==> src/rtl/top_entity_if.sv <==
// Stream bundle between the input sampler / verdict sink and the monitor.
//   input_0, new_input_0          : sampled input value and its new-event strobe
//   output_k, output_k_aktv (k=0..3): computed stream values and their one-cycle fresh flags
// Modports: master = sampler/sink side, slave = monitor side.
interface top_entity_if #(
    parameter int unsigned DATA_W = 64
);
    logic signed [DATA_W-1:0] input_0;
    logic                     new_input_0;
    logic signed [DATA_W-1:0] output_0;
    logic signed [DATA_W-1:0] output_1;
    logic signed [DATA_W-1:0] output_2;
    logic signed [DATA_W-1:0] output_3;
    logic                     output_0_aktv;
    logic                     output_1_aktv;
    logic                     output_2_aktv;
    logic                     output_3_aktv;

    modport master (
        output input_0, new_input_0,
        input  output_0, output_1, output_2, output_3,
        input  output_0_aktv, output_1_aktv, output_2_aktv, output_3_aktv
    );

    modport slave (
        input  input_0, new_input_0,
        output output_0, output_1, output_2, output_3,
        output output_0_aktv, output_1_aktv, output_2_aktv, output_3_aktv
    );
endinterface

==> src/rtl/top_entity.sv <==
// Stream monitor: input events are queued, then evaluated by a four-stage chain
// output_0 = in+1, output_k = output_(k-1)+1, one stage per cycle, events overlapping.
// Ports:
//   clk, rst (async, active-low), en (global clock enable)
//   bus          : stream bundle (slave side), see top_entity_if
//   q_push, q_pop, q_push_valid, q_pop_valid : event-queue handshake status
//   enable_in0   : input stage evaluating (pop performed this cycle)
//   enable_out0..enable_out3 : stage k evaluating this cycle
module top_entity #(
    parameter int unsigned QUEUE_DEPTH = 4,
    parameter int unsigned DATA_W      = 64
) (
    input  logic       clk,
    input  logic       rst,
    input  logic       en,
    top_entity_if.slave bus,
    output logic       q_push,
    output logic       q_pop,
    output logic       q_push_valid,
    output logic       q_pop_valid,
    output logic       enable_in0,
    output logic       enable_out0,
    output logic       enable_out1,
    output logic       enable_out2,
    output logic       enable_out3
);
    localparam int unsigned PTR_W = (QUEUE_DEPTH > 1) ? $clog2(QUEUE_DEPTH) : 1;
    localparam int unsigned CNT_W = $clog2(QUEUE_DEPTH + 1);

    logic [DATA_W-1:0]        mem_q [QUEUE_DEPTH];
    logic [PTR_W-1:0]         wr_ptr_q;
    logic [PTR_W-1:0]         rd_ptr_q;
    logic [CNT_W-1:0]         count_q;
    logic                     s0_valid_q;
    logic signed [DATA_W-1:0] s0_data_q;
    logic signed [DATA_W-1:0] out_q [4];
    logic [3:0]               aktv_q;

    logic empty;
    logic full;

    // Pointers wrap explicitly so non-power-of-two depths work.
    function automatic logic [PTR_W-1:0] ptr_inc(input logic [PTR_W-1:0] p);
        return (p == PTR_W'(QUEUE_DEPTH - 1)) ? '0 : p + 1'b1;
    endfunction

    // Full/empty come from pre-edge state, so a push into a full queue is dropped
    // even when a pop happens in the same cycle.
    assign empty        = (count_q == '0);
    assign full         = (count_q == CNT_W'(QUEUE_DEPTH));
    assign q_push       = bus.new_input_0 & en;
    assign q_pop        = ~empty & en;
    assign q_push_valid = q_push & ~full;
    assign q_pop_valid  = q_pop & ~empty;

    assign enable_in0  = q_pop_valid;
    assign enable_out0 = s0_valid_q;
    assign enable_out1 = aktv_q[0];
    assign enable_out2 = aktv_q[1];
    assign enable_out3 = aktv_q[2];

    assign bus.output_0      = out_q[0];
    assign bus.output_1      = out_q[1];
    assign bus.output_2      = out_q[2];
    assign bus.output_3      = out_q[3];
    assign bus.output_0_aktv = aktv_q[0];
    assign bus.output_1_aktv = aktv_q[1];
    assign bus.output_2_aktv = aktv_q[2];
    assign bus.output_3_aktv = aktv_q[3];

    always_ff @(posedge clk or negedge rst) begin
        if (!rst) begin
            for (int i = 0; i < int'(QUEUE_DEPTH); i++) begin
                mem_q[i] <= '0;
            end
            wr_ptr_q   <= '0;
            rd_ptr_q   <= '0;
            count_q    <= '0;
            s0_valid_q <= 1'b0;
            s0_data_q  <= '0;
            for (int k = 0; k < 4; k++) begin
                out_q[k] <= '0;
            end
            aktv_q     <= '0;
        end else if (en) begin
            // Event queue; no bypass, a push into an empty queue pops next cycle.
            if (q_push_valid) begin
                mem_q[wr_ptr_q] <= bus.input_0;
                wr_ptr_q        <= ptr_inc(wr_ptr_q);
            end
            if (q_pop_valid) begin
                rd_ptr_q <= ptr_inc(rd_ptr_q);
            end
            if (q_push_valid && !q_pop_valid) begin
                count_q <= count_q + 1'b1;
            end else if (!q_push_valid && q_pop_valid) begin
                count_q <= count_q - 1'b1;
            end

            // Stage S0 captures the popped event.
            s0_valid_q <= q_pop_valid;
            if (q_pop_valid) begin
                s0_data_q <= mem_q[rd_ptr_q];
            end

            // Output chain: each fresh flag is the previous stage's valid, delayed one cycle.
            aktv_q <= {aktv_q[2:0], s0_valid_q};
            if (s0_valid_q) begin
                out_q[0] <= s0_data_q + DATA_W'(1);
            end
            for (int k = 1; k < 4; k++) begin
                if (aktv_q[k-1]) begin
                    out_q[k] <= out_q[k-1] + DATA_W'(1);
                end
            end
        end
    end
endmodule

==> src/flat_wrapper.sv <==
// flat-port wrapper written by rule: the top's interface ports become plain ports
module top_entity_flat 
#(
    parameter int unsigned QUEUE_DEPTH = 4,
    parameter int unsigned DATA_W      = 64
)
  (clk, rst, en, q_push, q_pop, q_push_valid, q_pop_valid, enable_in0, enable_out0, enable_out1, enable_out2, enable_out3, bus_input_0, bus_new_input_0, bus_output_0, bus_output_1, bus_output_2, bus_output_3, bus_output_0_aktv, bus_output_1_aktv, bus_output_2_aktv, bus_output_3_aktv);
  top_entity_if #(.DATA_W(DATA_W)) bus_i ();
  input  logic clk;
  input  logic rst;
  input  logic en;
  output logic q_push;
  output logic q_pop;
  output logic q_push_valid;
  output logic q_pop_valid;
  output logic enable_in0;
  output logic enable_out0;
  output logic enable_out1;
  output logic enable_out2;
  output logic enable_out3;
  input wire logic [$bits(bus_i.input_0)-1:0] bus_input_0;
  input wire logic [$bits(bus_i.new_input_0)-1:0] bus_new_input_0;
  output wire logic [$bits(bus_i.output_0)-1:0] bus_output_0;
  output wire logic [$bits(bus_i.output_1)-1:0] bus_output_1;
  output wire logic [$bits(bus_i.output_2)-1:0] bus_output_2;
  output wire logic [$bits(bus_i.output_3)-1:0] bus_output_3;
  output wire logic [$bits(bus_i.output_0_aktv)-1:0] bus_output_0_aktv;
  output wire logic [$bits(bus_i.output_1_aktv)-1:0] bus_output_1_aktv;
  output wire logic [$bits(bus_i.output_2_aktv)-1:0] bus_output_2_aktv;
  output wire logic [$bits(bus_i.output_3_aktv)-1:0] bus_output_3_aktv;
  assign bus_i.input_0 = bus_input_0;
  assign bus_i.new_input_0 = bus_new_input_0;
  assign bus_output_0 = bus_i.output_0;
  assign bus_output_1 = bus_i.output_1;
  assign bus_output_2 = bus_i.output_2;
  assign bus_output_3 = bus_i.output_3;
  assign bus_output_0_aktv = bus_i.output_0_aktv;
  assign bus_output_1_aktv = bus_i.output_1_aktv;
  assign bus_output_2_aktv = bus_i.output_2_aktv;
  assign bus_output_3_aktv = bus_i.output_3_aktv;
  top_entity #(.QUEUE_DEPTH(QUEUE_DEPTH), .DATA_W(DATA_W)) u_core (.clk(clk), .rst(rst), .en(en), .bus(bus_i), .q_push(q_push), .q_pop(q_pop), .q_push_valid(q_push_valid), .q_pop_valid(q_pop_valid), .enable_in0(enable_in0), .enable_out0(enable_out0), .enable_out1(enable_out1), .enable_out2(enable_out2), .enable_out3(enable_out3));
endmodule
==> config.mk <==
export PLATFORM = sky130hd
export DESIGN_NAME = top_entity_flat
export DESIGN_NICKNAME = d
export VERILOG_FILES = /design/src/rtl/top_entity_if.sv /design/src/rtl/top_entity.sv /design/src/flat_wrapper.sv
export SDC_FILE = /design/constraint.sdc
export NUM_CORES = 1
export LEC_CHECK = 0
export ABC_AREA = 0
export CAP_MARGIN = 20
export CORE_MARGIN = 2
export CORE_UTILIZATION = 35
export DETAILED_ROUTE_END_ITERATION = 8
export PLACE_DENSITY_LB_ADDON = 0.12
export REMOVE_ABC_BUFFERS = 1
export SETUP_SLACK_MARGIN = 0.4
export SLEW_MARGIN = 20
export SYNTH_ARGS = -nofsm -noshare
export SYNTH_HDL_FRONTEND = slang
export SYNTH_SLANG_ARGS = --single-unit
==> constraint.sdc <==
create_clock -name clk -period 7.1 [get_ports clk]
set_input_delay 1.42 -clock clk [delete_from_list [all_inputs] [get_ports clk]]
set_output_delay 1.42 -clock clk [all_outputs]
set_load 0.005 [all_outputs]
==> impl_metrics.json, run 1 <==
{
  "yosysUniqueCellTypes": 55,
  "pre_cts_slack_ns": 1.779,
  "path_clk_slew_ns": 0.05,
  "seqCellArea_um2": 14720,
  "gr-usage-met2": 0.3578,
  "yosys_register_bits": 588,
  "clock_path_buffers": 3,
  "worstPathRequired_ns": 5.68,
  "status": "complete, no violations",
  "cts_tree": "yes",
  "drt_first_pass_iters": 5,
  "end_kind": "output port",
  "grt_overflow": 0,
  "hold_buffers": 0,
  "clock.fmax_mhz": 188.1,
  "final_area_um2": 36210,
  "fin_util": 0.4347,
  "crit_top_cell": "clkdlybuf4s50_1",
  "synthDominantCellAreaShare": 0.5020,
  "postCtsSetupRepairBufs": 0,
  "fin_setup_tns_ns": 0,
  "pwr_density_cell_nw_per_um2": 444.0,
  "gr-usage-met3": 0.02920,
  "grt_use_met1": 0.2742,
  "final-hold-violation-count": 0,
  "syn2layout_area_growth_pct": 23.53,
  "final_nets": 3012,
  "htree_num_levels": 3,
  "grt_max_degree": 174,
  "finalWeightedCongestion": 0.9035,
  "timing.hold.ws_ns": 0.4778,
  "drive_gt1_frac": 0.1870,
  "grt_pass1_vias": 22190,
  "drc": 0,
  "antenna_cells": 0,
  "multi_input_area_um2": 13910,
  "slew_headroom": 0.3201,
  "worstPathMaxFanout": 26,
  "antenna_found_initial": 1,
  "synth.area.top_cells": "dfrtp_1, mux2_2, mux4_2, nand2_1, o21ai_0",
  "maxCapViolCount": 0,
  "postRouteAntennaNets": 0,
  "tightest_slew_ns": 1.020,
  "rrSetupSlack_ns": 3.74,
  "clock_skew_ns": 0.03282,
  "dp_hpwl_mm": 65.84,
  "async_reset_ff_frac": 1.000,
  "fill_cells": 7874,
  "clkLatencyLatePin_ns": 0.63,
  "synth_edf_count": 0,
  "ys_seq_area_frac": 0.5020,
  "slew_viol_final": 0,
  "ys_warn_count": 0,
  "peakVddDrop_mv": 0.1893,
  "worst_slack_ns": 1.783,
  "rows": 106,
  "p_leak_nw": 14.17,
  "vias": 21750,
  "startpoint_type": "input pin",
  "track_usage": 0.2117,
  "die_h_um": 293.4,
  "period_needed_ns": 5.317,
  "wl_mm": 91.05,
  "ios": 337,
  "synth_ff_type": "dfrtp_1",
  "die_area_um2": 86080,
  "rsz0062_at_grt": "false",
  "drt_iter0_drc": 1267,
  "top_usage_layer": "met2",
  "syn_area_um2": 29310,
  "placed_cell_area_um2": 33660,
  "core_um2": 83290,
  "crit_type": "in -> out",
  "crit_slowest_cell": "a21boi_1",
  "wire_per_inst_um": 22.37,
  "postSynthAreaPerCell_um2": 11.01,
  "finalCritPeriodShare": 0.7488,
  "cts_inserted_buffers": 71,
  "ctsResizeCount": 0,
  "setup_viol": 0,
  "io_buffer_count": 336,
  "die_x_um": 293.4,
  "clk_root_buffer_cell": "clkbuf_16",
  "initial_core_util": 0.3519,
  "synth_cells": 2662,
  "clock-sinks": 588,
  "yosys.area.top_type": "dfrtp_1",
  "path_cells": "clkdlybuf4s50_1 > buf_4 > and2_1 > a21boi_1 > clkdlybuf4s50_1",
  "cpPeakStageDelay_ns": 0.78,
  "grt_pass1_wl_mm": 140.2,
  "routed_via_density": 5.344,
  "hp-class": "reg -> reg",
  "arrival_ns": 3.90
}
[stage by stage]
step / total power [mW] / cells
after CTS: 16.28 / 4069
after floorplan: 9.341 / 2496
after global routing: 17.15 / 4070
after detailed placement: 12.37 / 3940
after global placement: 12.16 / 3940
final: 16.08 / 4070
[power by group]
part / total [mW] / leakage (nW) / internal [mW] / switching [mW]
clock: 3.83 / 1.21 / 2.33 / 1.50
combinational: 5.31 / 5.76 / 3.22 / 2.08
sequential: 6.94 / 7.19 / 4.94 / 2.00
total: 16.1 / 14.2 / 10.5 / 5.58
[cells in the final DEF, fill, tap and decap left out, types with 54 or more instances in the layout]
cell and instances:
a31oi_1 54, nand4_1 124, and3_1 68, o21ai_0 206, mux2_2 327, clkbuf_16 72, clkdlybuf4s50_1 335, xnor2_1 95
nor2_1 98, nand3_1 114, xor2_1 83, nor4_1 59, mux4_2 64, dfrtp_1 586, nand2_1 309
[sequential cells by signal (all words and copies together) (netlist names)]
signal / cells
u_core.mem_q: 256
u_core.bus.output_0: 64
u_core.bus.output_1: 64
u_core.bus.output_2: 64
u_core.bus.output_3: 64
u_core.s0_data_q: 64
u_core.aktv_q: 4
u_core.count_q: 3
u_core.rd_ptr_q: 2
u_core.wr_ptr_q: 2
u_core.enable_out0: 1
[metal layers]
layer	vias to the layer above	routed length, um
li1	10370	-
met2	502	44330
met1	10720	39640
met3	155	3695
met5	-	13
met4	2	3373
[cell type report]
type,count,share of cell area
clock inverters,23,0.01199
repair buffers,365,0.1006
flip-flops and latches,588,0.4065
inverters,21,0.002177
well taps,1080,0.03732
multi-input cells,1887,0.3842
clock buffers,106,0.05715
[worst max-delay path, delay by kind of cell]
kind / cells / cell delay [ns]
AOI/OAI and AO/OA: 1 / 0.78
buffers and inverters: 3 / 1.49
and+or+nand+nor: 1 / 0.21
[cells in the mapped netlist (all sizes together), types with 2 or more instances]
cell,count
a22oi,5
nor4,66
dfrtp,588
or4,39
a211o,3
nand3,114
and4,44
nor2,98
clkbuf,140
a31oi,54
mux2,327
nand2,317
nor3,44
nor4b,3
a21oi,9
nor3b,2
mux2i,12
or2,2
or4b,2
o41ai,3
and2,15
xnor2,95
nand4b,2
ha,10
nand2b,3
mux4,64
buf,26
nand3b,5
a31o,3
nand4,125
o21ai,207
xor2,83
o31a,3
and3,68
inv,21
or3,31
o31ai,20
[final timing paths]
path | start | to | depth (start not counted)
worst max register to register | u_core.bus.output_0[0]$_DFFE_PN0P_ | u_core.bus.output_1[58]$_DFFE_PN0P_ | 6
worst min register to register | u_core.bus.output_3[29]$_DFFE_PN0P_ | u_core.bus.output_3[29]$_DFFE_PN0P_ | 2
min in group asynchronous | rst | u_core.mem_q[13]$_DFFE_PN0P_ | 1
worst max-delay path | en | q_push_valid | 5
worst min-delay path | u_core.bus.output_3[29]$_DFFE_PN0P_ | u_core.bus.output_3[29]$_DFFE_PN0P_ | 2
max in group asynchronous | rst | u_core.mem_q[110]$_DFFE_PN0P_ | 3
[cells by family after synthesis]
kind of cell	count (synthesis)	share of synthesized area
XOR/XNOR	178	0.05319
adder cells (fa/ha/maj)	10	0.004269
flip-flops	588	0.5020
AND/OR/NAND/NOR	983	0.1762
multiplexers	403	0.1789
AO/OA/AOI/OAI	313	0.06014
buffers and inverters	187	0.02531
(Power assumes the default switching activity.)
==> run 2: changes to the inputs <==
- clock period: 7.1 -> 4.75 ns (I/O delays scaled with it)
==> run 2 against run 1 <==
Combinational power rose by 52%. Clock power rose by 50%. Clock skew fell by 0.012 ns. Via count rose by 0.72%. Worst hold slack got worse by 0.096 ns. Final area rose by 0.32%. Routed wire length rose by 1.3%. Non-clock buffer count rose by 9. Sequential power rose by 48%. Largest power group unchanged. Highest routed layer is now met4.
==> impl_metrics.json, run 2 (synthesized netlist as in run 1, its figures left out) <==
{
  "routed_via_density": 5.377,
  "crit_type": "in -> out",
  "slew_viol_final": 0,
  "die_x_um": 293.4,
  "drc": 0,
  "layout_common_cells": "dfrtp_1, clkdlybuf4s50_1, mux2_2",
  "drt_first_pass_iters": 5,
  "dp_hpwl_mm": 67.42,
  "final_common_cell": "dfrtp_1",
  "rsz0062_at_grt": "false",
  "end_kind": "output port",
  "endpoint": "q_push_valid",
  "cp_top_family": "buffers and inverters",
  "cts_inserted_buffers": 72,
  "pwr-share-comb": 0.334,
  "place_inst": 3950,
  "crit_slowest_cell": "clkdlybuf4s50_1",
  "pwr_density_cell_nw_per_um2": 665.2,
  "fill_cells": 7785,
  "period_needed_ns": 3.608,
  "status": "complete, no violations",
  "finalCritPeriodShare": 0.7596,
  "grt_max_degree": 117,
  "clock_skew_ns": 0.02094,
  "reg2reg_depth": 6,
  "worst-path-buf-inv": 3,
  "startpoint": "en",
  "clkLatencyLatePin_ns": 0.60,
  "path_clk_slew_ns": 0.05,
  "finalWeightedCongestion": 0.9379,
  "wire_per_inst_um": 22.64,
  "die_h_um": 293.4,
  "slew_headroom": 0.1871,
  "final_nets": 3022,
  "postRouteAntennaNets": 0,
  "maxCapViolCount": 0,
  "drt_iter0_drc": 1231,
  "startpoint_type": "input pin",
  "power.share.clock": 0.238,
  "fin_util": 0.4361,
  "regMostFlops": "u_core.mem_q",
  "clock-sinks": 588,
  "clock_path_buffers": 3,
  "postCtsSetupRepairBufs": 0,
  "internal-power_mw": 15.82,
  "wl_mm": 92.25,
  "rrSetupSlack_ns": 1.56,
  "hp-class": "in -> async",
  "grt_pass1_vias": 22410,
  "path_cells": "clkdlybuf4s50_1 > and2_1 > a21boi_1 > buf_4 > clkdlybuf4s50_1",
  "final-hold-violation-count": 0,
  "p_sw_frac": 0.3452,
  "track_usage": 0.2147,
  "initial_core_util": 0.3519,
  "vias": 21910,
  "setup_viol": 0,
  "clk_root_buffer_cell": "clkbuf_16",
  "timing.rr.end": "u_core.bus.output_1[58]$_DFFE_PN0P_",
  "largest_register_ffs": 256,
  "antenna_found_initial": 1,
  "arrival_ns": 2.66,
  "hold_buffers": 0,
  "clock.fmax_mhz": 277.2,
  "tightest_slew_ns": 1.208,
  "drive_gt1_frac": 0.1888,
  "grt_pass1_wl_mm": 142.5,
  "worstPathMaxFanout": 10,
  "cpPeakStageDelay_ns": 0.60,
  "grt_overflow": 0,
  "r2r_start": "u_core.bus.output_0[0]$_DFFE_PN0P_",
  "ios": 337,
  "crit_top_cell": "clkdlybuf4s50_1",
  "core_um2": 83290,
  "switchingPower_mw": 8.340,
  "ctsResizeCount": 0,
  "rows": 106,
  "worstPathRequired_ns": 3.80,
  "io_buffer_count": 336,
  "final_cells": 4074,
  "p_leak_nw": 14.25,
  "die_area_um2": 86080,
  "htree_num_levels": 3,
  "crit_cells": 5,
  "pwr-share-seq": 0.428,
  "peakVddDrop_mv": 0.2608,
  "syn2layout_area_growth_pct": 23.93,
  "cts_tree": "yes"
}
## run 2: how the worst min path moves through the flow
stage	startpoint	to	slack, ns
after global placement	u_core.bus.output_3[32]$_DFFE_PN0P_	u_core.bus.output_3[32]$_DFFE_PN0P_	0.46
after floorplan	u_core.count_q[2]$_DFFE_PN0P_	u_core.count_q[2]$_DFFE_PN0P_	0.47
after CTS	rst	u_core.mem_q[74]$_DFFE_PN0P_	0.38
final	rst	u_core.mem_q[74]$_DFFE_PN0P_	0.38
after detailed placement	u_core.bus.output_3[26]$_DFFE_PN0P_	u_core.bus.output_3[26]$_DFFE_PN0P_	0.48
after global routing	rst	u_core.mem_q[74]$_DFFE_PN0P_	0.41
## run 2: layer usage
metal,global-route usage,wire length [um],vias up
met3,0.03495,3916,144
li1,-,-,10380
met2,0.3657,45600,491
met5,0,0,-
met1,0.2723,39450,10890
met4,0.08574,3284,0
## run 2: final cells by class
type                    instances  area, um^2  share of cell area
flip-flops and latches        588       14720              0.4052
well taps                    1080        1351             0.03720
inverters                      21       78.83            0.002170
clock buffers                 101        2072             0.05704
diodes                          1       2.502          0.00006889
multi-input cells            1887       13890              0.3825
clock inverters                22       391.6             0.01078
repair buffers                374        3816              0.1051
## run 2: power by group through the flow
stage | Clock [mW] | Combinational, mW | Sequential, mW
final | 5.75 | 8.07 | 10.3
after CTS | 5.92 | 8.22 | 10.3
after global placement | 0 | 8.04 | 10.2
after detailed placement | 0 | 8.19 | 10.4
after floorplan | 0 | 4.51 | 9.45
after global routing | 6.14 | 8.84 | 10.7
## run 2: stage by stage
| stage | worst slack, ns | instance area, um^2 | power, mW | setup TNS (ns) | hold slack, ns |
|---|---|---|---|---|---|
| 2_1_floorplan | -2.446 | 28650 | 13.96 | -115.48 | 0.4652 |
| 3_3_place_gp | 1.165 | 33860 | 18.26 | 0 | 0.4641 |
| 3_5_place_dp | 1.156 | 33860 | 18.60 | 0 | 0.4755 |
| 4_1_cts | 1.151 | 36320 | 24.47 | 0 | 0.3790 |
| 5_1_grt | 1.024 | 36330 | 25.73 | 0 | 0.4144 |
| 6_report | 1.142 | 36330 | 24.16 | 0 | 0.3821 |
==> run 3: changes to the inputs <==
- clock period: 4.75 -> 3.4 ns (I/O delays scaled with it)
==> run 3 against run 2 <==
Non-clock buffer count grew 71. Core utilization grew 0.74 points. Clock skew grew 0.0034 ns. Setup slack lost 0.63 ns. Sequential share of layout area shrank 0.67 points. Highest routed layer is now met5. Flip-flop and latch count is the same. Sequential power grew 40%. Critical path depth is the same. Total power grew 40%.
==> impl_metrics.json, run 3 (synthesized netlist as in run 1, its figures left out) <==
{
  "status": "complete, no violations",
  "ios": 337,
  "fin_util": 0.4435,
  "crit_type": "in -> out",
  "postRouteAntennaNets": 0,
  "timing.hold.ws_ns": 0.02399,
  "clock_path_buffers": 3,
  "pwr_density_cell_nw_per_um2": 912.8,
  "wl_mm": 93.66,
  "routed_via_density": 5.362,
  "rrSetupSlack_ns": 0.62,
  "drt_first_pass_iters": 5,
  "clock.fmax_mhz": 345.8,
  "path_cells": "clkdlybuf4s50_1 > and2_1 > a21boi_1 > buf_4 > clkdlybuf4s50_1",
  "regMostFlops": "u_core.mem_q",
  "hp-class": "in -> async",
  "clk_root_buffer_cell": "clkbuf_16",
  "arrival_ns": 2.21,
  "placed_cell_area_um2": 34530,
  "worstPathMaxFanout": 10,
  "syn2layout_area_growth_pct": 26.02,
  "initial_core_util": 0.3519,
  "total_power_mw": 33.72,
  "antenna_cells": 0,
  "rsz0062_at_grt": "false",
  "final_nets": 3092,
  "grt_overflow": 0,
  "drive_gt1_frac": 0.2085,
  "wire_per_inst_um": 22.57,
  "htree_num_levels": 3,
  "fin_setup_tns_ns": 0,
  "dp_hpwl_mm": 70.20,
  "largest_register_ffs": 256,
  "die_h_um": 293.4,
  "cp_top_family": "buffers and inverters",
  "finalCritPeriodShare": 0.8506,
  "worst-path-buf-inv": 3,
  "fill_cells": 7804,
  "layout_common_cells": "dfrtp_1, clkdlybuf4s50_1, mux2_2",
  "final-hold-violation-count": 0,
  "rows": 106,
  "tightest_slew_ns": 0.9326,
  "maxCapViolCount": 0,
  "finalWeightedCongestion": 0.9250,
  "grt_pass1_wl_mm": 144.2,
  "cpPeakStageDelay_ns": 0.53,
  "crit_top_cell": "clkdlybuf4s50_1",
  "track_usage": 0.2176,
  "pre_cts_slack_ns": 0.3343,
  "cts_inserted_buffers": 71,
  "slew_viol_final": 0,
  "peakVddDrop_mv": 0.3932,
  "slew_headroom": 0.3735,
  "grt_max_degree": 100,
  "place_inst": 4018,
  "drt_iter0_drc": 1038,
  "vias": 22250,
  "setup_viol": 0,
  "end_kind": "output port",
  "final_cells": 4149,
  "die_area_um2": 86080,
  "period_needed_ns": 2.892,
  "worstPathRequired_ns": 2.72,
  "grt_pass1_vias": 22740,
  "p_leak_nw": 14.61,
  "clock-sinks": 588,
  "cts_tree": "yes",
  "clkLatencyLatePin_ns": 0.61,
  "core_um2": 83290,
  "drc": 0,
  "antenna_found_initial": 1,
  "startpoint_type": "input pin",
  "crit_slowest_cell": "clkdlybuf4s50_1",
  "io_buffer_count": 336,
  "final_area_um2": 36940,
  "clock_skew_ns": 0.02432,
  "worst_slack_ns": 0.5079,
  "final_common_cell": "dfrtp_1",
  "path_clk_slew_ns": 0.06,
  "die_x_um": 293.4
}
[run 3: cell count changes in the layout (fill, tap and decap cells not counted), sizes merged]
cell | previous run | this run
buf | 39 | 110
bufinv | 10 | 5
clkdlybuf4s50 | 335 | 334
clkinv | 9 | 15
clkinvlp | 2 | 3
diode | 1 | 0
dlygate4sd2 | 0 | 1
inv | 22 | 25
[run 3: path summary, 6_finish.rpt]
| kind | from | cells past startpoint | endpoint |
|---|---|---|---|
| max reg2reg | u_core.bus.output_0[1]$_DFFE_PN0P_ | 7 | u_core.bus.output_1[58]$_DFFE_PN0P_ |
| max | bus_new_input_0 | 5 | q_push_valid |
| min | rst | 1 | u_core.mem_q[138]$_DFFE_PN0P_ |
| min reg2reg | u_core.bus.output_3[17]$_DFFE_PN0P_ | 2 | u_core.bus.output_3[17]$_DFFE_PN0P_ |
| min in group clk | u_core.bus.output_3[17]$_DFFE_PN0P_ | 2 | u_core.bus.output_3[17]$_DFFE_PN0P_ |
| max in group asynchronous | rst | 3 | u_core.mem_q[119]$_DFFE_PN0P_ |
[run 3: per-layer routing]
layer  global-route usage  part of all wire
met3              0.03374             0.045
met1               0.2788              0.43
met5                    0           0.00014
met2               0.3724              0.49
met4              0.07790             0.032
[run 3: timing repair]
action                                  CTS  global route
hold buffers                              0             0
pin swaps                                 1             0
setup buffers                             1             2
gates cloned                              0             0
gates resized for setup                   1             0
endpoints found under the setup margin    4             1
[run 3: report_power, final]
part	total [mW]	switching (mW)	leakage, nW	internal [mW]
Sequential	14.4	4.12	7.19	10.3
Clock	7.75	3.13	1.17	4.61
Combinational	11.5	4.55	6.25	6.98
[run 3: layout make-up]
type	instances	area, um^2	area share
Clock buffer	101	2051	0.05552
Clock inverter	27	334.1	0.009044
Multi-Input combinational cell	1887	13890	0.3761
Tap cell	1080	1351	0.03658
Inverter	21	78.83	0.002134
Timing Repair Buffer	445	4511	0.1221
Sequential cell	588	14720	0.3985
[run 3: worst register-to-register path: cells and delay by family (launching register included)]
kind                       cells  cell delay, ns
buffers and inverters          1            0.22
AOI/OAI and AO/OA              1            0.16
and+or+nand+nor                4            1.60
DFF                            1            0.43
adders and majority gates      1            0.29
